## src/rtl/demux2_pipe.sv

```systemverilog
// Registered 1-to-2 demultiplexer: one valid/ready input steered by s into two
// independent one-entry output slots, each with its own valid/ready drain and delivery counter.
module demux2_pipe #(
  parameter int WIDTH     = 64,
  parameter int CNT_WIDTH = 16
) (
  input  logic                 clk,
  input  logic                 rst_n,
  input  logic                 in_valid,
  output logic                 in_ready,
  input  logic [WIDTH-1:0]     d,
  input  logic                 s,
  output logic                 y0_valid,
  input  logic                 y0_ready,
  output logic [WIDTH-1:0]     y0,
  output logic                 y1_valid,
  input  logic                 y1_ready,
  output logic [WIDTH-1:0]     y1,
  output logic [CNT_WIDTH-1:0] cnt0,
  output logic [CNT_WIDTH-1:0] cnt1
);

  logic slot_free0, slot_free1;
  logic accept, load0, load1;
  logic drain0, drain1;

  // A slot can take a word when empty or when its current word leaves this cycle.
  assign slot_free0 = !y0_valid || y0_ready;
  assign slot_free1 = !y1_valid || y1_ready;

  // NOTE: in_ready depends only on s and the selected slot, never on in_valid,
  // so the producer may wait for in_ready before raising in_valid without deadlock.
  assign in_ready = s ? slot_free1 : slot_free0;

  assign accept = in_valid && in_ready;
  assign load0  = accept && !s;
  assign load1  = accept &&  s;
  assign drain0 = y0_valid && y0_ready;
  assign drain1 = y1_valid && y1_ready;

  // NOTE: sequential state uses non-blocking assignments so every register
  // samples pre-edge values regardless of statement order.
  always_ff @(posedge clk or negedge rst_n) begin
    if (!rst_n) begin
      y0_valid <= 1'b0;
      y0       <= '0;
    end else if (load0) begin
      y0_valid <= 1'b1;
      y0       <= d;
    end else if (drain0) begin
      y0_valid <= 1'b0;
    end
  end

  always_ff @(posedge clk or negedge rst_n) begin
    if (!rst_n) begin
      y1_valid <= 1'b0;
      y1       <= '0;
    end else if (load1) begin
      y1_valid <= 1'b1;
      y1       <= d;
    end else if (drain1) begin
      y1_valid <= 1'b0;
    end
  end

  // Delivery counters wrap naturally at 2^CNT_WIDTH.
  always_ff @(posedge clk or negedge rst_n) begin
    if (!rst_n) begin
      cnt0 <= '0;
      cnt1 <= '0;
    end else begin
      if (drain0) cnt0 <= cnt0 + 1'b1;
      if (drain1) cnt1 <= cnt1 + 1'b1;
    end
  end

endmodule

```

## config.mk

```make
export PLATFORM = sky130hd
export DESIGN_NAME = demux2_pipe
export DESIGN_NICKNAME = d
export VERILOG_FILES = /design/src/rtl/demux2_pipe.sv
export SDC_FILE = /design/constraint.sdc
export NUM_CORES = 1
export LEC_CHECK = 0
export BUFFER_PORTS_ARGS = -buffer_cell sky130_fd_sc_hd__buf_2
export CORE_ASPECT_RATIO = 1.1
export CORE_UTILIZATION = 53
export DETAILED_ROUTE_END_ITERATION = 7
export PLACE_DENSITY = 0.85
export RECOVER_POWER = 25
export SLEW_MARGIN = 20
export SYNTH_ARGS = -nofsm -noshare
export SYNTH_HDL_FRONTEND = slang
export SYNTH_SLANG_ARGS = --single-unit
```

## constraint.sdc

```tcl
create_clock -name clk -period 3.4 [get_ports clk]
set_clock_uncertainty 0.2 [all_clocks]
set_input_delay 0.68 -clock clk [delete_from_list [all_inputs] [get_ports clk]]
set_output_delay 0.68 -clock clk [all_outputs]
set_load 0.005 [all_outputs]
```

==> impl_metrics.toml, run 1 <==
[status]
status = "complete, but fails checks"
violations = "max-capacitance violations, max-slew violations"

[detailed_routing]
viasPerCell = 5.17
ant_nets = 0
drc = 0
dr_total_vias = 4174
wire_per_inst_um = 16.8
dr.pass1.iters = 4
drtIter0Drc = 116
routed_wl_mm = 13.6

[floorplanning]
fp-row-count = 41
start_util = 0.546
pin_count = 233
die_area_um2 = 12300
chipWidth_um = 106
die_h_um = 116
core_area_um2 = 11500

[finish]
fin_nets = 717
final_util = 0.707
syn_to_final_growth_pct = 29.6
ff_latch_area_um2 = 4050
drive_gt1_frac = 0.416
num-fill-cells = 776
n_antenna_cell = 0
multiInputGateArea_um2 = 2100

[yosys]
syn_area_um2 = 6270
avgSynthCellArea_um2 = 15.6
syn_inst = 403
synth.distinct_cells = 24
async_reset_ff_frac = 1.00
synth_most_common_cell = "dfrtp_1"
synth_common_cells = "dfrtp_1 (162), mux2_1 (128), xnor2_1 (20)"
ys_seq_elements = 162
synth_top_area_share = 0.647
syn-num-nets = 475
synth_edf_count = 0
yosysTopAreaCell = "dfrtp_1"
synthTopCellsByArea = "dfrtp_1 (65%), mux2_1 (23%), xnor2_1 (2.8%)"
ys_seq_area_frac = 0.647
ys_warn_count = 0
synth_ff_type = "dfrtp_1"

[job]
cap_violations = 1

[global_routing]
grt_pass1_wl_mm = 21.6
grt_usage = 0.231
grt-ovfl-total = 0
antenna_found_initial = 0
grt_max_degree = 83
grt_pass1_vias = 4282

[power]
p_total_w = 0.00514
ir_drop_v = 0.000337
p_leak_nw = 4.02
power_density_nw_per_um2 = 632

[clocking]
cts_sinks = 162
clock_tree.root_cell = "clkbuf_16"
h-tree-depth = 4
holdBufCountCts = 0
clock_latency_ns = 0.41
ctsResizeCount = 0
numCtsBuffers = 17
cts_setup_buffers = 0
path_clk_slew_ns = 0.06
clockBufferDepth = 2
cts_tree = "built"

[timing]
rsz0062_at_grt = "no"
worst_slew_pin_slew_ns = 2.01
fmax_ghz = 0.438
tns_ns = 0
hold_viol = 0
fin_crit_ns = 2.28
holdWs_ns = 0.267
worst_slack_ns = 1.12
timing.final.crit_share = 0.672
slew_violations = 82
slew_headroom = -0.341
final-setup-viol-count = 0

[min_path]
hold_path_startpoint = "cnt1[15]"
holdPathStages = 1
min_to = "cnt1[15]"
min_path_type = "reg2reg"

[worst_setup_path]
critPathKind = "reg2out"
cp_max_fo = 6
slowest_delay_ns = 0.45
worst_setup_path_end_kind = "output pin"
rr_worst_depth = 4
r2r-end = "y0[7]"
crit_required_ns = 2.52
crit_arrival_ns = 1.40
reg2reg_setup_slack_ns = 1.43
cpMaxStageDelayCell = "dfrtp_1"
r2r-start = "y0_valid"
crit_chain = "nand2b_1 > mux2_2 > buf_2"
start_kind = "register"

[placement]
pre_cts_ws_ns = 1.08
dp_hpwl_mm = 9.94
gp_congestion = 0.774
port_buffers = 232
state kept, by name (all words and copies together) (netlist names):
register and flops:
y0_valid 1, y1_valid 1, cnt1 16, y0 64
y1 64, cnt0 16
layout by cell type, fill, tap and decap left out:
| master | netlist | layout |
|---|---|---|
| nand2b_1 | 2 | 2 |
| clkbuf_1 | 1 | 4 |
| nor2b_4 | 0 | 1 |
| xnor2_1 | 20 | 20 |
| buf_2 | 8 | 231 |
| nor2_1 | 9 | 9 |
| ha_1 | 2 | 2 |
| nand4_1 | 10 | 10 |
| and2_1 | 2 | 2 |
| inv_2 | 1 | 1 |
| nand2_1 | 16 | 16 |
| clkinvlp_4 | 0 | 5 |
| xor2_1 | 10 | 10 |
| clkbuf_16 | 0 | 17 |
| nand3_1 | 7 | 7 |
| nor3_4 | 1 | 1 |
| and4_1 | 3 | 3 |
| or3_1 | 1 | 1 |
| clkinv_2 | 0 | 3 |
| buf_4 | 1 | 6 |
| clkbuf_8 | 0 | 2 |
| mux2_2 | 3 | 3 |
| bufinv_16 | 0 | 1 |
| and3_1 | 7 | 7 |
| mux2_1 | 128 | 128 |
| and3b_2 | 0 | 1 |
| dfrtp_1 | 162 | 162 |
| clkbuf_2 | 0 | 1 |
| or2_0 | 0 | 1 |
| buf_12 | 0 | 1 |
how the worst max path moves through the flow:
stage / startpoint / to / slack, ns / cells after the start
finish: y0_valid / in_ready / 1.12 / 3
global route: rst_n / y0[23] / 0.77 / 1
CTS: y0_valid / in_ready / 1.12 / 3
detailed placement: y0_ready / y0[17] / 1.08 / 5
global placement: y0_ready / y0[11] / 1.14 / 5
floorplan: y1_ready / in_ready / 1.43 / 2
worst max-delay path, delay by kind of cell (launching register included):
kind	cells	cell delay (ns)
multiplexers	1	0.28
AND/OR/NAND/NOR	1	0.14
buffers and inverters	1	0.13
flip-flops	1	0.45
per-layer routing:
layer | vias to the layer above | global-route usage | share of wire
li1 | 1901 | - | -
met1 | 2095 | 0.265 | 0.39
met2 | 154 | 0.406 | 0.53
met3 | 24 | 0.0619 | 0.053
met4 | 0 | 0.107 | 0.022
met5 | - | 0 | 0
power by group:
part	total (W)	internal (W)	switching, W
Combinational	0.000897	0.000484	0.000412
Sequential	0.00249	0.00227	0.000217
Clock	0.00175	0.00104	0.000711
Total	0.00514	0.00380	0.00134
final cells by class:
type	instances	area share
Sequential cell	162	0.499
Multi-Input combinational cell	224	0.259
Timing Repair Buffer	239	0.151
Clock buffer	23	0.0576
Tap cell	150	0.0231
Clock inverter	9	0.0102
Inverter	1	0.000462
cells by family (layout without fill, tap and decap cells):
family	after synthesis	after routing	share of synthesized area
adders and majority gates	2	2	0.00399
buffers and inverters	17	272	0.0196
xor gates and xnor gates	30	30	0.0419
and+or+nand+nor	61	61	0.0527
muxes	131	131	0.235
DFF	162	162	0.647
through the flow:
| step | cell area [um^2] | std cells |
|---|---|---|
| 2_1_floorplan | 6270 | 403 |
| 3_3_place_gp | 7580 | 776 |
| 3_5_place_dp | 7580 | 776 |
| 4_1_cts | 8130 | 808 |
| 5_1_grt | 8120 | 808 |
| 6_report | 8120 | 808 |
Power figures use the tool's default switching activity.
==> inputs of run 2 (changes only) <==
--- a/config.mk
+++ b/config.mk
@@ -5,11 +5,12 @@
 export SDC_FILE = /design/constraint.sdc
 export NUM_CORES = 1
 export LEC_CHECK = 0
+export ABC_AREA = 1
 export BUFFER_PORTS_ARGS = -buffer_cell sky130_fd_sc_hd__buf_2
 export CORE_ASPECT_RATIO = 1.1
-export CORE_UTILIZATION = 53
+export CORE_UTILIZATION = 45
 export DETAILED_ROUTE_END_ITERATION = 7
-export PLACE_DENSITY = 0.85
+export PLACE_DENSITY = 0.76
 export RECOVER_POWER = 25
 export SLEW_MARGIN = 20
 export SYNTH_ARGS = -nofsm -noshare
==> constraint.sdc (replaced) <==
create_clock -name clk -period 1.85 [get_ports clk]
set_clock_uncertainty 0.2 [all_clocks]
set_input_delay 0.37 -clock clk [delete_from_list [all_inputs] [get_ports clk]]
set_output_delay 0.37 -clock clk [all_outputs]
set_load 0.005 [all_outputs]
==> impl_metrics.toml, run 2 <==
[power]
p_total_w = 0.00947
p_leak_nw = 4.79
ir_drop_v = 0.000599
power_density_nw_per_um2 = 1090

[timing]
fmax_ghz = 0.554
worst_slew_pin_slew_ns = 1.10
timing.final.crit_share = 0.976
fin_crit_ns = 1.81
hold_viol = 0
slew_headroom = 0.265
slew_violations = 0
tns_ns = 0
rsz0062_at_grt = "yes"
holdWs_ns = 0.0202
worst_slack_ns = 0.0435
final-setup-viol-count = 0

[clocking]
ctsResizeCount = 0
clockBufferDepth = 2
cts_tree = "built"
cts_sinks = 162
h-tree-depth = 4
clock_tree.root_cell = "clkbuf_16"
numCtsBuffers = 17
path_clk_slew_ns = 0.06
clock_latency_ns = 0.41

[worst_setup_path]
cpMaxStageDelayCell = "dfrtp_1"
crit_buf_inv = 1
worst_setup_path_end_kind = "output pin"
slowest_delay_ns = 0.40
critPathKind = "reg2out"
crit_chain = "nand2_2 > nor2_1 > a31oi_1 > buf_2"
crit_required_ns = 1.28
start_kind = "register"
cp_max_fo = 2
cp_top_family = "flip-flops"
crit_arrival_ns = 1.24

[floorplanning]
fp-row-count = 46
die_area_um2 = 15400
core_area_um2 = 14500
die_h_um = 130
chipWidth_um = 119
start_util = 0.463
pin_count = 233

[yosys]
syn-num-nets = 757
avgSynthCellArea_um2 = 9.81
syn_inst = 685
synth_edf_count = 0
ys_seq_area_frac = 0.603
synth_ff_type = "dfrtp_1"
synth_common_cells = "nand2_1 (186), dfrtp_1 (162), inv_1 (94)"
yosysTopAreaCell = "dfrtp_1"
syn_area_um2 = 6720
synth.distinct_cells = 25
synth_top_area_share = 0.603
ys_seq_elements = 162
synth_most_common_cell = "nand2_1"
ys_warn_count = 0
async_reset_ff_frac = 1.00
synthTopCellsByArea = "dfrtp_1 (60%), nand2_1 (10%), o21ai_2 (6.0%)"

[placement]
dp.cells = 1094
dp_hpwl_mm = 11.2
port_buffers = 232
gp_congestion = 0.863
pre_cts_ws_ns = 0.252

[finish]
n_antenna_cell = 0
largestRegisters = "y0 (64), y1 (64)"
final_common_cell = "buf_2"
drive_gt1_frac = 0.359
syn_to_final_growth_pct = 29.6
num-fill-cells = 1288
stdcell_count = 1132
fin_nets = 999
final_cell_mix = "buf_2 (231), nand2_1 (186), dfrtp_1 (162), inv_1 (94), o21ai_1 (65)"

[job]
cap_violations = 0

[detailed_routing]
ant_nets = 0
drc = 0
drtIter0Drc = 244
wire_per_inst_um = 13.5
routed_wl_mm = 15.3
dr.pass1.iters = 4
dr_total_vias = 5371
viasPerCell = 4.74

[status]
status = "complete, no violations"

[global_routing]
grt_pass1_wl_mm = 24.6
grt-ovfl-total = 0
antenna_found_initial = 0
grt_max_degree = 67
grt_usage = 0.204
grt_pass1_vias = 5042

[min_path]
min_path_type = "in2reg"
==> run 2: cells by family (layout without fill, tap and decap cells) <==
group / count (synthesis) / after routing / share of synthesized area
simple gates: 248 / 248 / 0.154
xor+xnor: 21 / 21 / 0.0274
compound gates: 130 / 130 / 0.123
buf+inv: 122 / 377 / 0.0886
flops: 162 / 162 / 0.603
fa+ha+maj: 2 / 2 / 0.00372
==> run 2: area by class of cell <==
cell class                      count  area (um^2)  share of cell area
Clock buffer                       24          512              0.0588
Clock inverter                      8         51.3             0.00589
Inverter                           94          353              0.0405
Multi-Input combinational cell    401         2080               0.239
Sequential cell                   162         4050               0.466
Tap cell                          192          240              0.0276
Timing Repair Buffer              251         1420               0.163
==> run 2: timing repair <==
item | 4_1_cts | 5_1_grt
hold buffers | 3 | 0
pin swaps | 1 | 0
setup endpoints to repair | 1 | 1
setup buffers | 2 | 1
endpoints found under the hold margin | 34 | 0
==> run 2: power by group <==
part | leakage [nW] | switching [W] | total [W] | internal (W)
Combinational | 2.51 | 0.000902 | 0.00172 | 0.000814
Sequential | 2.01 | 0.000381 | 0.00448 | 0.00410
Clock | 0.274 | 0.00134 | 0.00327 | 0.00192
==> run 2: worst min-delay path, cell delays in order <==
cell,delay [ns]
buf_2,0.09
inv_1,0.07
o21ai_2,0.06
==> run 2: through the flow <==
| step | util | area (um^2) |
|---|---|---|
| 2_1_floorplan | - | 6720 |
| 5_1_grt | 0.600 | 8710 |
| 3_3_place_gp | 0.559 | 8110 |
| 3_5_place_dp | 0.559 | 8110 |
| 4_1_cts | 0.601 | 8720 |
| 6_report | 0.600 | 8710 |
==> run 2: final timing paths <==
kind | slack [ns] | endpoint | depth (start not counted) | start
worst max-delay path | 0.04 | in_ready | 4 | y0_valid
worst min-delay path | 0.02 | y0[56] | 3 | d[56]
worst max register to register | 0.23 | cnt0[12] | 8 | cnt0[1]
worst min register to register | 0.28 | y0[14] | 2 | y0[14]
max in group asynchronous | 0.16 | y0[53] | 3 | rst_n
min in group asynchronous | 0.50 | cnt0[0] | 2 | rst_n
==> run 2: layer usage <==
metal / GRT usage / routed length (um) / vias up
met5: 0 / 0 / -
met4: 0.0990 / 434 / 0
met3: 0.0555 / 905 / 35
met2: 0.334 / 7370 / 165
met1: 0.254 / 6550 / 2532
li1: - / - / 2639
